==> src/rtl/ppi_pkg.sv <==
// Shared definitions for the 8255-style group A mode-1 handshake slice.
package ppi_pkg;

    localparam int PORT_W = 8;

    localparam logic DIR_IN  = 1'b1;
    localparam logic DIR_OUT = 1'b0;

    typedef enum logic [2:0] {
        IDLE     = 3'd0,
        IN_STB   = 3'd1,
        IN_FULL  = 3'd2,
        OUT_FULL = 3'd3,
        OUT_ACK  = 3'd4
    } state_t;

endpackage

==> src/rtl/edge_sync.sv <==
// Multi-flop synchronizer for an asynchronous active-low pin, with registered
// one-cycle rise/fall pulses. Everything resets to the pin's idle-high level.
module edge_sync #(
    parameter int STAGES = 2
) (
    input  logic clk,
    input  logic rst_n,
    input  logic din,
    output logic rise,
    output logic fall
);

    logic [STAGES-1:0] sync_reg;
    logic              last_reg;
    logic              rise_reg;
    logic              fall_reg;

    always_ff @(posedge clk or negedge rst_n) begin
        if (!rst_n) begin
            sync_reg <= '1;
            last_reg <= 1'b1;
            rise_reg <= 1'b0;
            fall_reg <= 1'b0;
        end else begin
            sync_reg <= {sync_reg[STAGES-2:0], din};
            last_reg <= sync_reg[STAGES-1];
            rise_reg <= ~last_reg & sync_reg[STAGES-1];
            fall_reg <= last_reg & ~sync_reg[STAGES-1];
        end
    end

    assign rise = rise_reg;
    assign fall = fall_reg;

endmodule

==> src/rtl/group_a_handshake.sv <==
// Group A mode-1 strobed handshake: input latch on STB/IBF, output latch on
// OBF/ACK, with INTE-gated interrupt and an overrun flag for lost strobes.
module group_a_handshake
    import ppi_pkg::*;
#(
    parameter int SYNC_STAGES = 2
) (
    input  logic              clk,
    input  logic              rst_n,
    input  logic              mode_load,
    input  logic              dir_in,
    input  logic              inte_set,
    input  logic              inte_clr,
    input  logic              rd_a_n,
    input  logic              wr_a_n,
    input  logic              stb_n,
    input  logic              ack_n,
    input  logic [PORT_W-1:0] pa_in,
    input  logic [PORT_W-1:0] cpu_din,
    output logic [PORT_W-1:0] pa_latch,
    output logic [PORT_W-1:0] pa_out,
    output logic              ibf,
    output logic              obf_n,
    output logic              intr,
    output logic              inte,
    output logic              overrun
);

    logic stb_rise, stb_fall, ack_rise, ack_fall;

    edge_sync #(.STAGES(SYNC_STAGES)) u_stb_sync (
        .clk   (clk),
        .rst_n (rst_n),
        .din   (stb_n),
        .rise  (stb_rise),
        .fall  (stb_fall)
    );

    edge_sync #(.STAGES(SYNC_STAGES)) u_ack_sync (
        .clk   (clk),
        .rst_n (rst_n),
        .din   (ack_n),
        .rise  (ack_rise),
        .fall  (ack_fall)
    );

    state_t              state_reg, state_next;
    logic                dir_reg, dir_next;
    logic                ibf_reg, ibf_next;
    logic                obf_n_reg, obf_n_next;
    logic                intr_reg, intr_next;
    logic                inte_reg, inte_next;
    logic                overrun_reg, overrun_next;
    logic [PORT_W-1:0]   pa_latch_reg, pa_latch_next;
    logic [PORT_W-1:0]   pa_out_reg, pa_out_next;
    logic                rd_prev_reg, wr_prev_reg;

    // CPU strobes are already clk-synchronous, so one history flop suffices.
    logic rd_fall, rd_rise, wr_rise;
    assign rd_fall = rd_prev_reg & ~rd_a_n;
    assign rd_rise = ~rd_prev_reg & rd_a_n;
    assign wr_rise = ~wr_prev_reg & wr_a_n;

    always_comb begin
        state_next    = state_reg;
        dir_next      = dir_reg;
        ibf_next      = ibf_reg;
        obf_n_next    = obf_n_reg;
        intr_next     = intr_reg;
        overrun_next  = overrun_reg;
        pa_latch_next = pa_latch_reg;
        pa_out_next   = pa_out_reg;

        if (inte_clr)
            inte_next = 1'b0;
        else if (inte_set)
            inte_next = 1'b1;
        else
            inte_next = inte_reg;

        if (mode_load) begin
            state_next    = IDLE;
            dir_next      = dir_in;
            ibf_next      = 1'b0;
            obf_n_next    = 1'b1;
            intr_next     = 1'b0;
            inte_next     = 1'b0;
            overrun_next  = 1'b0;
            pa_latch_next = '0;
            pa_out_next   = '0;
        end else if (dir_reg == DIR_IN) begin
            if (stb_fall) begin
                if (state_reg == IDLE) begin
                    pa_latch_next = pa_in;
                    ibf_next      = 1'b1;
                    state_next    = IN_STB;
                end else begin
                    overrun_next = 1'b1;
                end
            end
            if (stb_rise && state_reg == IN_STB) begin
                state_next = IN_FULL;
                intr_next  = inte_next;
            end
            if (rd_fall && state_reg == IN_FULL)
                intr_next = 1'b0;
            // The read that empties the buffer also retires any overrun.
            if (rd_rise) begin
                overrun_next = 1'b0;
                if (state_reg == IN_FULL) begin
                    ibf_next   = 1'b0;
                    state_next = IDLE;
                end
            end
        end else begin
            if (wr_rise) begin
                pa_out_next = cpu_din;
                obf_n_next  = 1'b0;
                intr_next   = 1'b0;
                state_next  = OUT_FULL;
            end else if (ack_fall && state_reg == OUT_FULL) begin
                obf_n_next = 1'b1;
                state_next = OUT_ACK;
            end else if (ack_rise && state_reg == OUT_ACK) begin
                intr_next  = inte_next;
                state_next = IDLE;
            end
        end

        intr_next = intr_next & inte_next;
    end

    always_ff @(posedge clk or negedge rst_n) begin
        if (!rst_n) begin
            state_reg    <= IDLE;
            dir_reg      <= DIR_IN;
            ibf_reg      <= 1'b0;
            obf_n_reg    <= 1'b1;
            intr_reg     <= 1'b0;
            inte_reg     <= 1'b0;
            overrun_reg  <= 1'b0;
            pa_latch_reg <= '0;
            pa_out_reg   <= '0;
            rd_prev_reg  <= 1'b1;
            wr_prev_reg  <= 1'b1;
        end else begin
            state_reg    <= state_next;
            dir_reg      <= dir_next;
            ibf_reg      <= ibf_next;
            obf_n_reg    <= obf_n_next;
            intr_reg     <= intr_next;
            inte_reg     <= inte_next;
            overrun_reg  <= overrun_next;
            pa_latch_reg <= pa_latch_next;
            pa_out_reg   <= pa_out_next;
            rd_prev_reg  <= rd_a_n;
            wr_prev_reg  <= wr_a_n;
        end
    end

    assign pa_latch = pa_latch_reg;
    assign pa_out   = pa_out_reg;
    assign ibf      = ibf_reg;
    assign obf_n    = obf_n_reg;
    assign intr     = intr_reg;
    assign inte     = inte_reg;
    assign overrun  = overrun_reg;

endmodule

==> config.mk <==
export PLATFORM = sky130hd
export DESIGN_NAME = group_a_handshake
export DESIGN_NICKNAME = d
export VERILOG_FILES = /design/src/rtl/ppi_pkg.sv /design/src/rtl/edge_sync.sv /design/src/rtl/group_a_handshake.sv
export SDC_FILE = /design/constraint.sdc
export NUM_CORES = 1
export LEC_CHECK = 0
export BUFFER_PORTS_ARGS = -buffer_cell sky130_fd_sc_hd__buf_4
export CAP_MARGIN = 20
export CORE_AREA = 2 2 65 55
export CTS_CLUSTER_DIAMETER = 120
export CTS_CLUSTER_SIZE = 16
export DETAILED_ROUTE_END_ITERATION = 10
export DIE_AREA = 0 0 67 57
export PLACE_DENSITY = 0.78
export SYNTH_ARGS = -nofsm -noshare
export SYNTH_HDL_FRONTEND = slang
export SYNTH_HIERARCHICAL = 1
export SYNTH_SLANG_ARGS = --single-unit
==> constraint.sdc <==
create_clock -name clk -period 1.9 [get_ports clk]
set_input_delay 0.19 -clock clk [delete_from_list [all_inputs] [get_ports clk]]
set_output_delay 0.19 -clock clk [all_outputs]
set_load 0.03 [all_outputs]
==> metrics.md, run 1 <==
| Metric | Value |
|---|---|
| Fraction of post-synthesis cell area in the top cell type by area | `45.5%` |
| Detailed-route via count | `1070` |
| Type of the worst min-delay path | `in2reg` |
| Share of final-layout standard cells stronger than drive strength 1 | `42.6%` |
| CTS root buffer | `sky130_fd_sc_hd__clkbuf_8` |
| Global routing usage summed across all routing layers | `18.3%` |
| Placer congestion estimate | `0.768` |
| CTS tree | `built` |
| Post-synthesis cell area | `0.00149 mm^2` |
| CP Data Arrival Time | `1.70 ns` |
| Worst setup EP type | `flip-flop` |
| Post-CTS resize count | `0` |
| Peak fanout along the critical path | `10` |
| Count of cell types in the netlist | `32` |
| Hold Violations, Final | `0` |
| Avg Cell Area, Syn | `12.9 um^2` |
| P per Cell Area | `887 mW/mm^2` |
| Leakage dissipation | `0.000961 uW` |
| Share of flip-flops with an asynchronous set or reset | `100%` |
| Inserted Diodes | `0` |
| Transition time at the pin with the least slew margin | `0.449 ns` |
| Worst-case vdd ir drop | `0.618 mV` |
| RSZ-0062 raised after global routing | `false` |
| Number of vias per cell after detailed routing | `5.07` |
| Placeable Area | `0.00323 mm^2` |
| Number of fillers in the final layout | `269` |
| TritonCTS Sinks | `37` |
| Setup Crit Path Kind | `reg2reg` |
| Seq/Total Area, Yosys | `63.2%` |
| Layout Area Growth over Synthesis | `35.9%` |
| Buffers from clock root to sink, at most | `2` |
| Largest net degree at the start of global routing | `38` |
| Number of nets in the finished design | `194` |
| Count of state elements after synthesis | `37` |
| Wire length of the first global-routing pass | `5.00 mm` |
| Commonest cells after routing, fill and taps aside | `sky130_fd_sc_hd__buf_4 (47), sky130_fd_sc_hd__dfrtp_1 (27), sky130_fd_sc_hd__nor2_1 (21)` |
| Remaining Overflow, GRT | `0` |
| Hold bufs inserted after CTS | `3` |
| Max Transition Viols Final | `0` |
| Number of synthesized flops with an enable pin | `0` |
| Maximum level of the CTS H-tree | `2` |
| Effective utilization at floorplan | `45.9%` |
| Post-route total power | `1790 uW` |
| Chip Width | `67 um` |
| Post-detailed-routing wire length | `3.16 mm` |
| Most common cell after layout, fill and taps aside | `sky130_fd_sc_hd__buf_4` |
| Total of max-cap violations | `0` |
| Average wire per standard cell | `15.0 um` |
| Required time of the worst setup path | `2.07 ns` |
| Fin Clk Skew | `0.00479 ns` |
| Final routed DRC violation total | `0` |
| Highest clock rate | `654 MHz` |
| HPWL after detailed placement | `2.23 mm` |
| Min cycle time layout | `1.53 ns` |
| Outcome | `finished clean` |
| Site row count | `19` |
| First drt pass iteration count | `4` |
| Period utilization | `80.4%` |
| Setup-failing EPs final | `0` |
| Ys flop type | `sky130_fd_sc_hd__dfrtp_1` |
| Height of the die | `57 um` |
| Count of buffers inserted at the top-level ports | `46` |
| Post-synthesis instance total | `115` |
| Initial antenna violation count | `0` |
| Final antenna-violating net count | `0` |
| Post CTS Setup Buffer Count | `0` |
| Clock input transition at the sequential cells of the worst setup and hold paths | `0.07 ns` |
| Worst Hold Margin | `0.0182 ns` |
| Leading post-synthesis cells by cell area | `sky130_fd_sc_hd__dfrtp_1 (45%), sky130_fd_sc_hd__dfstp_2 (18%), sky130_fd_sc_hd__mux2i_1 (11%)` |
| Utilization of the core after routing | `62.4%` |
| Die Area | `0.00382 mm^2` |
| Area leader, netlist | `sky130_fd_sc_hd__dfrtp_1` |
| Nets in the synthesized netlist | `141` |
| Filler-free cell count of the finished design | `211` |
| I/O pin total | `47` |
| Clock network latency to the later pin of the worst-skew pair | `0.29 ns` |
| Sum of negative setup slack | `0 ns` |
| Total instance count after detailed placement | `200` |
| Critical Path Start Type | `flip-flop` |
| Initial drt markers | `88` |
| Vias in the first global route | `1070` |
| Worst relative slew slack | `70.0%` |
| YS warnings | `6` |
| Total clock buffers created by CTS | `5` |
final cells by class:
class                   instances  area (um^2)  share of cell area, %
flip-flops and latches         37          938                   46.5
multi-input cells              73          524                   26.0
repair buffers                 50          383                   19.0
clock buffers                   7         86.3                   4.28
well taps                      42         52.6                   2.60
clock inverters                 1         30.0                   1.49
inverters                       1         3.75                  0.186
layer usage:
layer / wire (um) / track usage, % / part of all wire (%)
met1: 1220 / 21.8 / 39
met2: 1650 / 28.1 / 52
met3: 216 / 8.28 / 6.8
met4: 68 / 8.75 / 2.1
met5: 0 / 0 / 0
path summary, 6_finish.rpt:
| check | startpoint | end | slack [ns] | cells past startpoint |
|---|---|---|---|---|
| setup / recovery | state_reg[0]$_DFFE_PN0P_ | pa_latch[2]$_DFFE_PN0P_ | 0.37 | 4 |
| hold / removal | wr_a_n | wr_prev_reg$_DFF_PN1_ | 0.02 | 1 |
| setup reg to reg | state_reg[0]$_DFFE_PN0P_ | pa_latch[2]$_DFFE_PN0P_ | 0.37 | 4 |
| hold reg to reg | u_ack_sync/sync_reg[0]$_DFF_PN1_ | u_ack_sync/sync_reg[1]$_DFF_PN1_ | 0.36 | 0 |
| max in group asynchronous | rst_n | u_ack_sync/sync_reg[0]$_DFF_PN1_ | 1.16 | 2 |
| min in group asynchronous | rst_n | overrun$_DFFE_PN0P_ | 0.39 | 2 |
power by group:
group | internal [uW] | total [uW] | leakage [uW] | switching (uW)
clock network | 428 | 690 | 0.0000585 | 262
registers | 836 | 869 | 0.000472 | 33.1
logic | 110 | 232 | 0.000430 | 122
total | 1370 | 1790 | 0.000961 | 417
worst max-delay path, cell delays in order (launching register included):
cell                      delay, ns
sky130_fd_sc_hd__dfrtp_1       0.45
sky130_fd_sc_hd__or3_4         0.43
sky130_fd_sc_hd__nor2_8        0.22
sky130_fd_sc_hd__mux2i_1       0.25
sky130_fd_sc_hd__nor2_1        0.06
cell families after synthesis:
group / Yosys count / share of synthesized area [%]
AO/OA/AOI/OAI: 11 / 5.22
buffers and inverters: 5 / 1.52
flip-flops: 37 / 63.2
multiplexers: 18 / 12.2
AND/OR/NAND/NOR: 44 / 17.9
metrics by stage:
step | worst slack, ns | cell area [um^2]
finish | 0.372 | 2020
global route | 0.303 | 2020
CTS | 0.377 | 2020
detailed placement | 0.408 | 1870
global placement | 0.459 | 1870
floorplan | 0.533 | 1490
synth_stat cells, drive strengths merged (2+ instances only):
cell	n
nor3	2
a22oi	2
and4bb	2
and2b	2
dfrtp	27
or3	2
dfstp	10
clkbuf	3
nor2	22
a21oi	2
mux2i	17
nor2b	6
No activity file was read; power rests on OpenSTA's default activity.
==> inputs of run 2 (changes only) <==
--- a/config.mk
+++ b/config.mk
@@ -5,14 +5,15 @@
 export SDC_FILE = /design/constraint.sdc
 export NUM_CORES = 1
 export LEC_CHECK = 0
+export ABC_AREA = 1
 export BUFFER_PORTS_ARGS = -buffer_cell sky130_fd_sc_hd__buf_4
 export CAP_MARGIN = 20
-export CORE_AREA = 2 2 65 55
+export CORE_AREA = 2 2 67 56
 export CTS_CLUSTER_DIAMETER = 120
 export CTS_CLUSTER_SIZE = 16
 export DETAILED_ROUTE_END_ITERATION = 10
-export DIE_AREA = 0 0 67 57
-export PLACE_DENSITY = 0.78
+export DIE_AREA = 0 0 69 58
+export PLACE_DENSITY = 0.79
 export SYNTH_ARGS = -nofsm -noshare
 export SYNTH_HDL_FRONTEND = slang
 export SYNTH_HIERARCHICAL = 1
==> constraint.sdc (replaced) <==
create_clock -name clk -period 1.48 [get_ports clk]
set_input_delay 0.148 -clock clk [delete_from_list [all_inputs] [get_ports clk]]
set_output_delay 0.148 -clock clk [all_outputs]
set_load 0.03 [all_outputs]
==> run 2 against run 1 <==
Design area up 8.9%. Register-to-register slack lost 0.26 ns. Largest power group unchanged. Highest routed layer unchanged. Global-route usage decreased by 0.50 points. Critical path depth increased by 2. Synthesized cell count grew 58%. Sequential power is 31% higher. Critical endpoint is now pa_latch[6]$_DFFE_PN0P_. Clock skew down 0.0023 ns. Sequential share of layout area is 3.8 points lower. Setup slack got worse by 0.26 ns. Via count rose by 25%.
==> metrics.md, run 2 <==
| Metric | Value |
|---|---|
| Leakage dissipation | `0.00112 uW (+16%)` |
| Type of the worst min-delay path | `in2reg` |
| Buffers from clock root to sink, at most | `2 (unchanged)` |
| CTS tree | `built` |
| Peak fanout along the critical path | `16 (+6)` |
| Worst setup EP type | `flip-flop` |
| Final antenna-violating net count | `0 (unchanged)` |
| Final routed DRC violation total | `0 (unchanged)` |
| Global-route met3 utilization | `4.70% (-3.6 points)` |
| Detailed-route via count | `1340 (+25%)` |
| Initial antenna violation count | `0 (unchanged)` |
| Post-detailed-routing wire length | `3.23 mm (+2.0%)` |
| Switching pwr | `638 uW (+53%)` |
| Number of vias per cell after detailed routing | `4.72 (-7.0%)` |
| Largest net degree at the start of global routing | `38 (unchanged)` |
| Placer congestion estimate | `0.910 (+19%)` |
| Met2 global-route usage | `29.5% (+1.4 points)` |
| Worst-case vdd ir drop | `0.817 mV (+32%)` |
| TritonCTS Sinks | `37 (unchanged)` |
| Most common cell after layout, fill and taps aside | `sky130_fd_sc_hd__buf_4` |
| Min cycle time layout | `1.36 ns (-0.163 ns)` |
| Initial drt markers | `127 (+44%)` |
| Total of max-cap violations | `0 (unchanged)` |
| Placeable Area | `0.00333 mm^2 (+2.9%)` |
| Share of total power in sequential cells | `46.5% (-2.0 points)` |
| Combinational fraction of design power | `17.1% (+4.2 points)` |
| Commonest cells post-synth | `sky130_fd_sc_hd__inv_1 (37), sky130_fd_sc_hd__dfrtp_1 (27), sky130_fd_sc_hd__nor2_1 (26)` |
| Count of state elements after synthesis | `37 (unchanged)` |
| Share of final-layout standard cells stronger than drive strength 1 | `31.8% (-11 points)` |
| YS warnings | `6 (unchanged)` |
| Maximum level of the CTS H-tree | `2 (unchanged)` |
| Number of fillers in the final layout | `289 (+7.4%)` |
| Total clock buffers created by CTS | `5 (unchanged)` |
| Fraction of post-synthesis cell area in the top cell type by area | `41.6% (-3.9 points)` |
| Clock Power Share | `36.4% (-2.1 points)` |
| Post-synthesis instance total | `182 (+58%)` |
| Leading post-synthesis cells by cell area | `sky130_fd_sc_hd__dfrtp_1 (42%), sky130_fd_sc_hd__dfstp_2 (16%), sky130_fd_sc_hd__inv_1 (8.6%)` |
| Outcome | `finished clean` |
| I/O pin total | `47 (unchanged)` |
| Internal power summed over all cells | `1810 uW (+32%)` |
| Clock input transition at the sequential cells of the worst setup and hold paths | `0.07 ns (about the same)` |
| Fin Clk Skew | `0.00251 ns (-0.00228 ns)` |
| Share of flip-flops with an asynchronous set or reset | `100% (unchanged)` |
| Post-synthesis cell area | `0.00162 mm^2 (+9.3%)` |
| Effective utilization at floorplan | `48.8% (+2.8 points)` |
| Seq/Total Area, Yosys | `57.8% (-5.4 points)` |
| Ys flop type | `sky130_fd_sc_hd__dfrtp_1` |
| Met1 layer usage reported by global route | `22.1% (+0.27 points)` |
| P per Cell Area | `1110 mW/mm^2 (+26%)` |
| Hold Violations, Final | `0 (unchanged)` |
| Remaining Overflow, GRT | `0 (unchanged)` |
| Area leader, netlist | `sky130_fd_sc_hd__dfrtp_1` |
| RSZ-0062 raised after global routing | `false` |
| Average wire per standard cell | `11.4 um (-24%)` |
| Max Transition Viols Final | `0 (unchanged)` |
| Die Area | `0.00400 mm^2 (+4.8%)` |
| Clock network latency to the later pin of the worst-skew pair | `0.29 ns (about the same)` |
| Critical Path Start Type | `flip-flop` |
| Count of cell types in the netlist | `18 (-44%)` |
| Switching share of power | `26.0% (+2.8 points)` |
| Number of nets in the finished design | `267 (+38%)` |
| Layout Cell Area excl Fill | `0.00220 mm^2 (+8.9%)` |
| Chip Width | `69 um (+3.0%)` |
| Site row count | `19 (unchanged)` |
| Period utilization | `92.2% (+12 points)` |
| Vias in the first global route | `1277 (+19%)` |
| Layout Area Growth over Synthesis | `35.4%` |
| First drt pass iteration count | `4 (unchanged)` |
| Setup Crit Path Kind | `reg2reg` |
| Wire length of the first global-routing pass | `5.49 mm (+9.8%)` |
| Highest-utilization routing layer at the global route stage | `met2` |
| CP Data Arrival Time | `1.55 ns (-0.15 ns)` |
| Height of the die | `58 um (+1.8%)` |
| CTS root buffer | `sky130_fd_sc_hd__clkbuf_8` |
| Inserted Diodes | `0 (unchanged)` |
| HPWL after detailed placement | `2.32 mm (+4.1%)` |
| Worst relative slew slack | `69.8% (-0.22 points)` |
| Global routing usage summed across all routing layers | `17.8% (-0.50 points)` |
| Highest clock rate | `733 MHz (+12%)` |
| Nets in the synthesized netlist | `208 (+48%)` |
| Required time of the worst setup path | `1.66 ns (-0.41 ns)` |
| Setup-failing EPs final | `0 (unchanged)` |
| Placed cell areas | `0.00200 mm^2 (+6.8%)` |
| Number of synthesized flops with an enable pin | `0 (unchanged)` |
| Most frequent cell after synthesis | `sky130_fd_sc_hd__inv_1` |
| Avg Cell Area, Syn | `8.92 um^2 (-31%)` |
| Commonest cells after routing, fill and taps aside | `sky130_fd_sc_hd__buf_4 (50), sky130_fd_sc_hd__inv_1 (37), sky130_fd_sc_hd__dfrtp_1 (27)` |
| Sum of negative setup slack | `0 ns (unchanged)` |
| Transition time at the pin with the least slew margin | `0.453 ns (+0.00331 ns)` |
| Count of buffers inserted at the top-level ports | `46 (unchanged)` |
-- run 2: changes by cell type in the layout (fill, tap and decap cells not counted), moves of 3 or more --
cell                      previous run  this run
sky130_fd_sc_hd__nor2b_1             6         0
sky130_fd_sc_hd__o21ai_2             0         3
sky130_fd_sc_hd__buf_4              47        50
sky130_fd_sc_hd__nand2_1             1        22
sky130_fd_sc_hd__o21ai_0             0        20
sky130_fd_sc_hd__inv_1               1        37
sky130_fd_sc_hd__mux2i_1            17         0
sky130_fd_sc_hd__nand3_1             1        22
sky130_fd_sc_hd__nand3_2             0         3
sky130_fd_sc_hd__nor2_1             21        26
-- run 2: final timing paths --
check / startpoint / endpoint / slack [ns] / cells after the start
max reg2reg: state_reg[0]$_DFFE_PN0P_ / pa_latch[6]$_DFFE_PN0P_ / 0.12 / 6
min in group asynchronous: rst_n / intr$_DFF_PN0_ / 0.35 / 2
max: state_reg[0]$_DFFE_PN0P_ / pa_latch[6]$_DFFE_PN0P_ / 0.12 / 6
min reg2reg: u_stb_sync/sync_reg[0]$_DFF_PN1_ / u_stb_sync/sync_reg[1]$_DFF_PN1_ / 0.36 / 0
min: mode_load / inte$_DFF_PN0_ / 0.07 / 2
max in group asynchronous: rst_n / u_ack_sync/last_reg$_DFF_PN1_ / 0.78 / 2
-- run 2: kinds of logic after synthesis --
kind of cell    count (synthesis)  share of synthesized area (%)
compound gates                 29                           10.4
buf+inv                        41                           11.3
flops                          37                           57.8
simple gates                   75                           20.5
-- run 2: metal layers --
metal | up-vias | part of all wire, % | routed length, um
li1 | 682 | - | -
met2 | 38 | 47 | 1510
met5 | - | 0 | 0
met1 | 613 | 46 | 1490
met3 | 7 | 5.2 | 169
met4 | 0 | 1.9 | 62
-- run 2: power groups by stage --
stage / Combinational [uW] / Sequential [uW] / Clock, uW
3_3_place_gp: 392 / 1150 / 0
3_5_place_dp: 396 / 1150 / 0
2_1_floorplan: 162 / 1220 / 0
6_report: 419 / 1140 / 891
4_1_cts: 408 / 1140 / 906
5_1_grt: 463 / 1150 / 948
-- run 2: critical path, cell delays in order, from the launching register on --
cell and delay (ns):
sky130_fd_sc_hd__dfrtp_1 0.47, sky130_fd_sc_hd__nor2_2 0.18, sky130_fd_sc_hd__nand3_2 0.13, sky130_fd_sc_hd__o21ai_4 0.18, sky130_fd_sc_hd__buf_12 0.15, sky130_fd_sc_hd__buf_4 0.11
sky130_fd_sc_hd__o21ai_2 0.04
-- run 2: cell type report --
cell class	instances	area (um^2)	area share, %
Inverter	37	139	6.32
Multi-Input combinational cell	104	505	23.0
Clock inverter	1	30.0	1.37
Sequential cell	37	938	42.7
Clock buffer	7	86.3	3.93
Tap cell	42	52.6	2.39
Timing Repair Buffer	56	445	20.3
-- run 2: metrics by stage --
step | cells | utilization (%) | total power [uW] | worst slack, ns | hold slack [ns]
4_1_cts | 282 | 65.1 | 2450 | 0.0662 | 0.0648
6_report | 284 | 66.0 | 2450 | 0.115 | 0.0723
3_3_place_gp | 269 | 60.1 | 1540 | 0.0979 | 0.129
3_5_place_dp | 269 | 60.1 | 1550 | 0.0825 | 0.130
2_1_floorplan | 182 | - | 1380 | 0.208 | -0.148
5_1_grt | 284 | 66.0 | 2560 | 0.0242 | 0.0732
-- run 2: timing repair --
action / 4_1_cts / 5_1_grt
hold buffers: 5 / 0
resized for setup: 0 / 1
endpoints found under the setup margin: 0 / 9
hold endpoints to repair: 31 / 0
buffers inserted: 0 / 2
==> inputs of run 3 (changes only) <==
--- a/config.mk
+++ b/config.mk
@@ -14,6 +14,7 @@
 export DETAILED_ROUTE_END_ITERATION = 10
 export DIE_AREA = 0 0 69 58
 export PLACE_DENSITY = 0.79
+export RECOVER_POWER = 25
 export SYNTH_ARGS = -nofsm -noshare
 export SYNTH_HDL_FRONTEND = slang
 export SYNTH_HIERARCHICAL = 1
==> run 3 against run 2 <==
Power decreased by 0.17%. Sequential share of layout area increased by 0.12 points. Critical endpoint unchanged. Clock power about the same.
==> metrics.md, run 3 (same netlist as run 2, synthesis figures left out) <==
| Metric | Value |
|---|---|
| I/O pin total | `47 (unchanged)` |
| Global routing usage summed across all routing layers | `17.8% (unchanged)` |
| Total clock buffers created by CTS | `5 (unchanged)` |
| Chip Width | `69 um (unchanged)` |
| Worst hold path depth | `2 (unchanged)` |
| Total of max-cap violations | `0 (unchanged)` |
| Worst Reg2Reg Path Length in Cells | `6 (unchanged)` |
| Number of vias per cell after detailed routing | `4.70 (-0.30%)` |
| Maximum level of the CTS H-tree | `2 (unchanged)` |
| Leakage dissipation | `0.00111 uW (-0.54%)` |
| Total instance count after detailed placement | `269 (unchanged)` |
| Worst slack at placement | `0.0825 ns (unchanged)` |
| Number of nets in the finished design | `267 (unchanged)` |
| Average wire per standard cell | `11.3 um (-0.15%)` |
| Layout Area Growth over Synthesis | `35.0%` |
| Transition time at the pin with the least slew margin | `0.879 ns (+0.426 ns)` |
| Fin Clk Skew | `0.00269 ns (+0.000181 ns)` |
| Effective utilization at floorplan | `48.8% (unchanged)` |
| Hold Violations, Final | `0 (unchanged)` |
| Post-detailed-routing wire length | `3.22 mm (-0.15%)` |
| Max Transition Viols Final | `0 (unchanged)` |
| Filler-free cell count of the finished design | `284 (unchanged)` |
| Placed cell areas | `0.00200 mm^2 (unchanged)` |
| Most common cell after layout, fill and taps aside | `sky130_fd_sc_hd__buf_4` |
| Vias in the first global route | `1277 (unchanged)` |
| Worst-case vdd ir drop | `0.816 mV (-0.14%)` |
| Peak fanout along the critical path | `16 (unchanged)` |
| CTS root buffer | `sky130_fd_sc_hd__clkbuf_8` |
| Placeable Area | `0.00333 mm^2 (unchanged)` |
| Share of final-layout standard cells stronger than drive strength 1 | `30.6% (-1.2 points)` |
| Type of the worst min-delay path | `in2reg` |
| CP Data Arrival Time | `1.55 ns (about the same)` |
| Detailed-route via count | `1336 (-0.30%)` |
| Final antenna-violating net count | `0 (unchanged)` |
| Wire length of the first global-routing pass | `5.49 mm (unchanged)` |
| Critical Path Start Type | `flip-flop` |
| Die Area | `0.00400 mm^2 (unchanged)` |
| Final WS setup | `0.115 ns (+0.000262 ns)` |
| RSZ-0062 raised after global routing | `false` |
| Worst relative slew slack | `41.4% (-28 points)` |
| CTS tree | `built` |
| Number of fillers in the final layout | `288 (-0.35%)` |
| Clock input transition at the sequential cells of the worst setup and hold paths | `0.07 ns (about the same)` |
| Placer congestion estimate | `0.910 (unchanged)` |
| Highest clock rate | `733 MHz (about the same)` |
| Count of buffers inserted at the top-level ports | `46 (unchanged)` |
| Height of the die | `58 um (unchanged)` |
| Clock network latency to the later pin of the worst-skew pair | `0.29 ns (about the same)` |
| Period utilization | `92.2% (about the same)` |
| Buffers from clock root to sink, at most | `2 (unchanged)` |
| Site row count | `19 (unchanged)` |
| Largest net degree at the start of global routing | `38 (unchanged)` |
| Inserted Diodes | `0 (unchanged)` |
| Worst setup EP type | `flip-flop` |
| Min cycle time layout | `1.36 ns (-0.000262 ns)` |
| TritonCTS Sinks | `37 (unchanged)` |
| Setup-failing EPs final | `0 (unchanged)` |
| Setup Crit Path Kind | `reg2reg` |
| Sum of negative setup slack | `0 ns (unchanged)` |
| Outcome | `finished clean` |
| Final routed DRC violation total | `0 (unchanged)` |
| Layout Cell Area excl Fill | `0.00219 mm^2 (-0.28%)` |
| First drt pass iteration count | `4 (unchanged)` |
| Commonest cells after routing, fill and taps aside | `sky130_fd_sc_hd__buf_4 (45), sky130_fd_sc_hd__inv_1 (37), sky130_fd_sc_hd__dfrtp_1 (27)` |
| HPWL after detailed placement | `2.32 mm (unchanged)` |
| Required time of the worst setup path | `1.66 ns (about the same)` |
| Initial drt markers | `127 (unchanged)` |
| Remaining Overflow, GRT | `0 (unchanged)` |
| P per Cell Area | `1120 mW/mm^2 (+0.11%)` |
| Initial antenna violation count | `0 (unchanged)` |
## run 3: critical path: stages, from the launching register on
cell	delay, ns
sky130_fd_sc_hd__dfrtp_1	0.47
sky130_fd_sc_hd__nor2_2	0.18
sky130_fd_sc_hd__nand3_2	0.13
sky130_fd_sc_hd__o21ai_4	0.18
sky130_fd_sc_hd__buf_12	0.15
sky130_fd_sc_hd__buf_4	0.11
sky130_fd_sc_hd__o21ai_2	0.04
## run 3: layer usage
layer	global-route usage (%)	part of all wire [%]	up-vias
met5	0	0	-
met4	8.40	1.9	0
met3	4.70	5.1	7
met2	29.5	47	35
met1	22.1	46	613
li1	-	-	681
## run 3: metrics by stage
stage          total power [uW]  util, %  hold slack [ns]
3_3_place_gp               1540     60.1            0.129
6_report                   2440     65.8           0.0723
5_1_grt                    2550     65.8           0.0732
3_5_place_dp               1550     60.1            0.130
4_1_cts                    2450     65.1           0.0648
2_1_floorplan              1380        -           -0.148
## run 3: cell type report
type / count / area, um^2 / share of cell area [%]
multi-input cells: 104 / 505 / 23.1
clock inverters: 1 / 30.0 / 1.37
flip-flops and latches: 37 / 938 / 42.8
clock buffers: 7 / 86.3 / 3.94
inverters: 37 / 139 / 6.34
repair buffers: 56 / 439 / 20.0
well taps: 42 / 52.6 / 2.40
## run 3: what timing repair did
action / in CTS / in global routing
resized for setup: 0 / 1
hold buffers: 5 / 0
hold endpoints to repair: 31 / 0
setup endpoints to repair: 0 / 9
setup buffers: 0 / 2
## run 3: final timing paths
check | startpoint | to | slack [ns]
min | mode_load | inte$_DFF_PN0_ | 0.07
max reg2reg | state_reg[0]$_DFFE_PN0P_ | pa_latch[6]$_DFFE_PN0P_ | 0.12
max | state_reg[0]$_DFFE_PN0P_ | pa_latch[6]$_DFFE_PN0P_ | 0.12
max in group asynchronous | rst_n | pa_latch[6]$_DFFE_PN0P_ | 0.42
min in group asynchronous | rst_n | intr$_DFF_PN0_ | 0.51
min reg2reg | u_stb_sync/sync_reg[0]$_DFF_PN1_ | u_stb_sync/sync_reg[1]$_DFF_PN1_ | 0.36
## run 3: report_power, final
| part | internal, uW | leakage, uW | switching (uW) |
|---|---|---|---|
| registers | 1090 | 0.000464 | 47.8 |
| clock network | 549 | 0.0000585 | 342 |
| logic | 169 | 0.000591 | 248 |
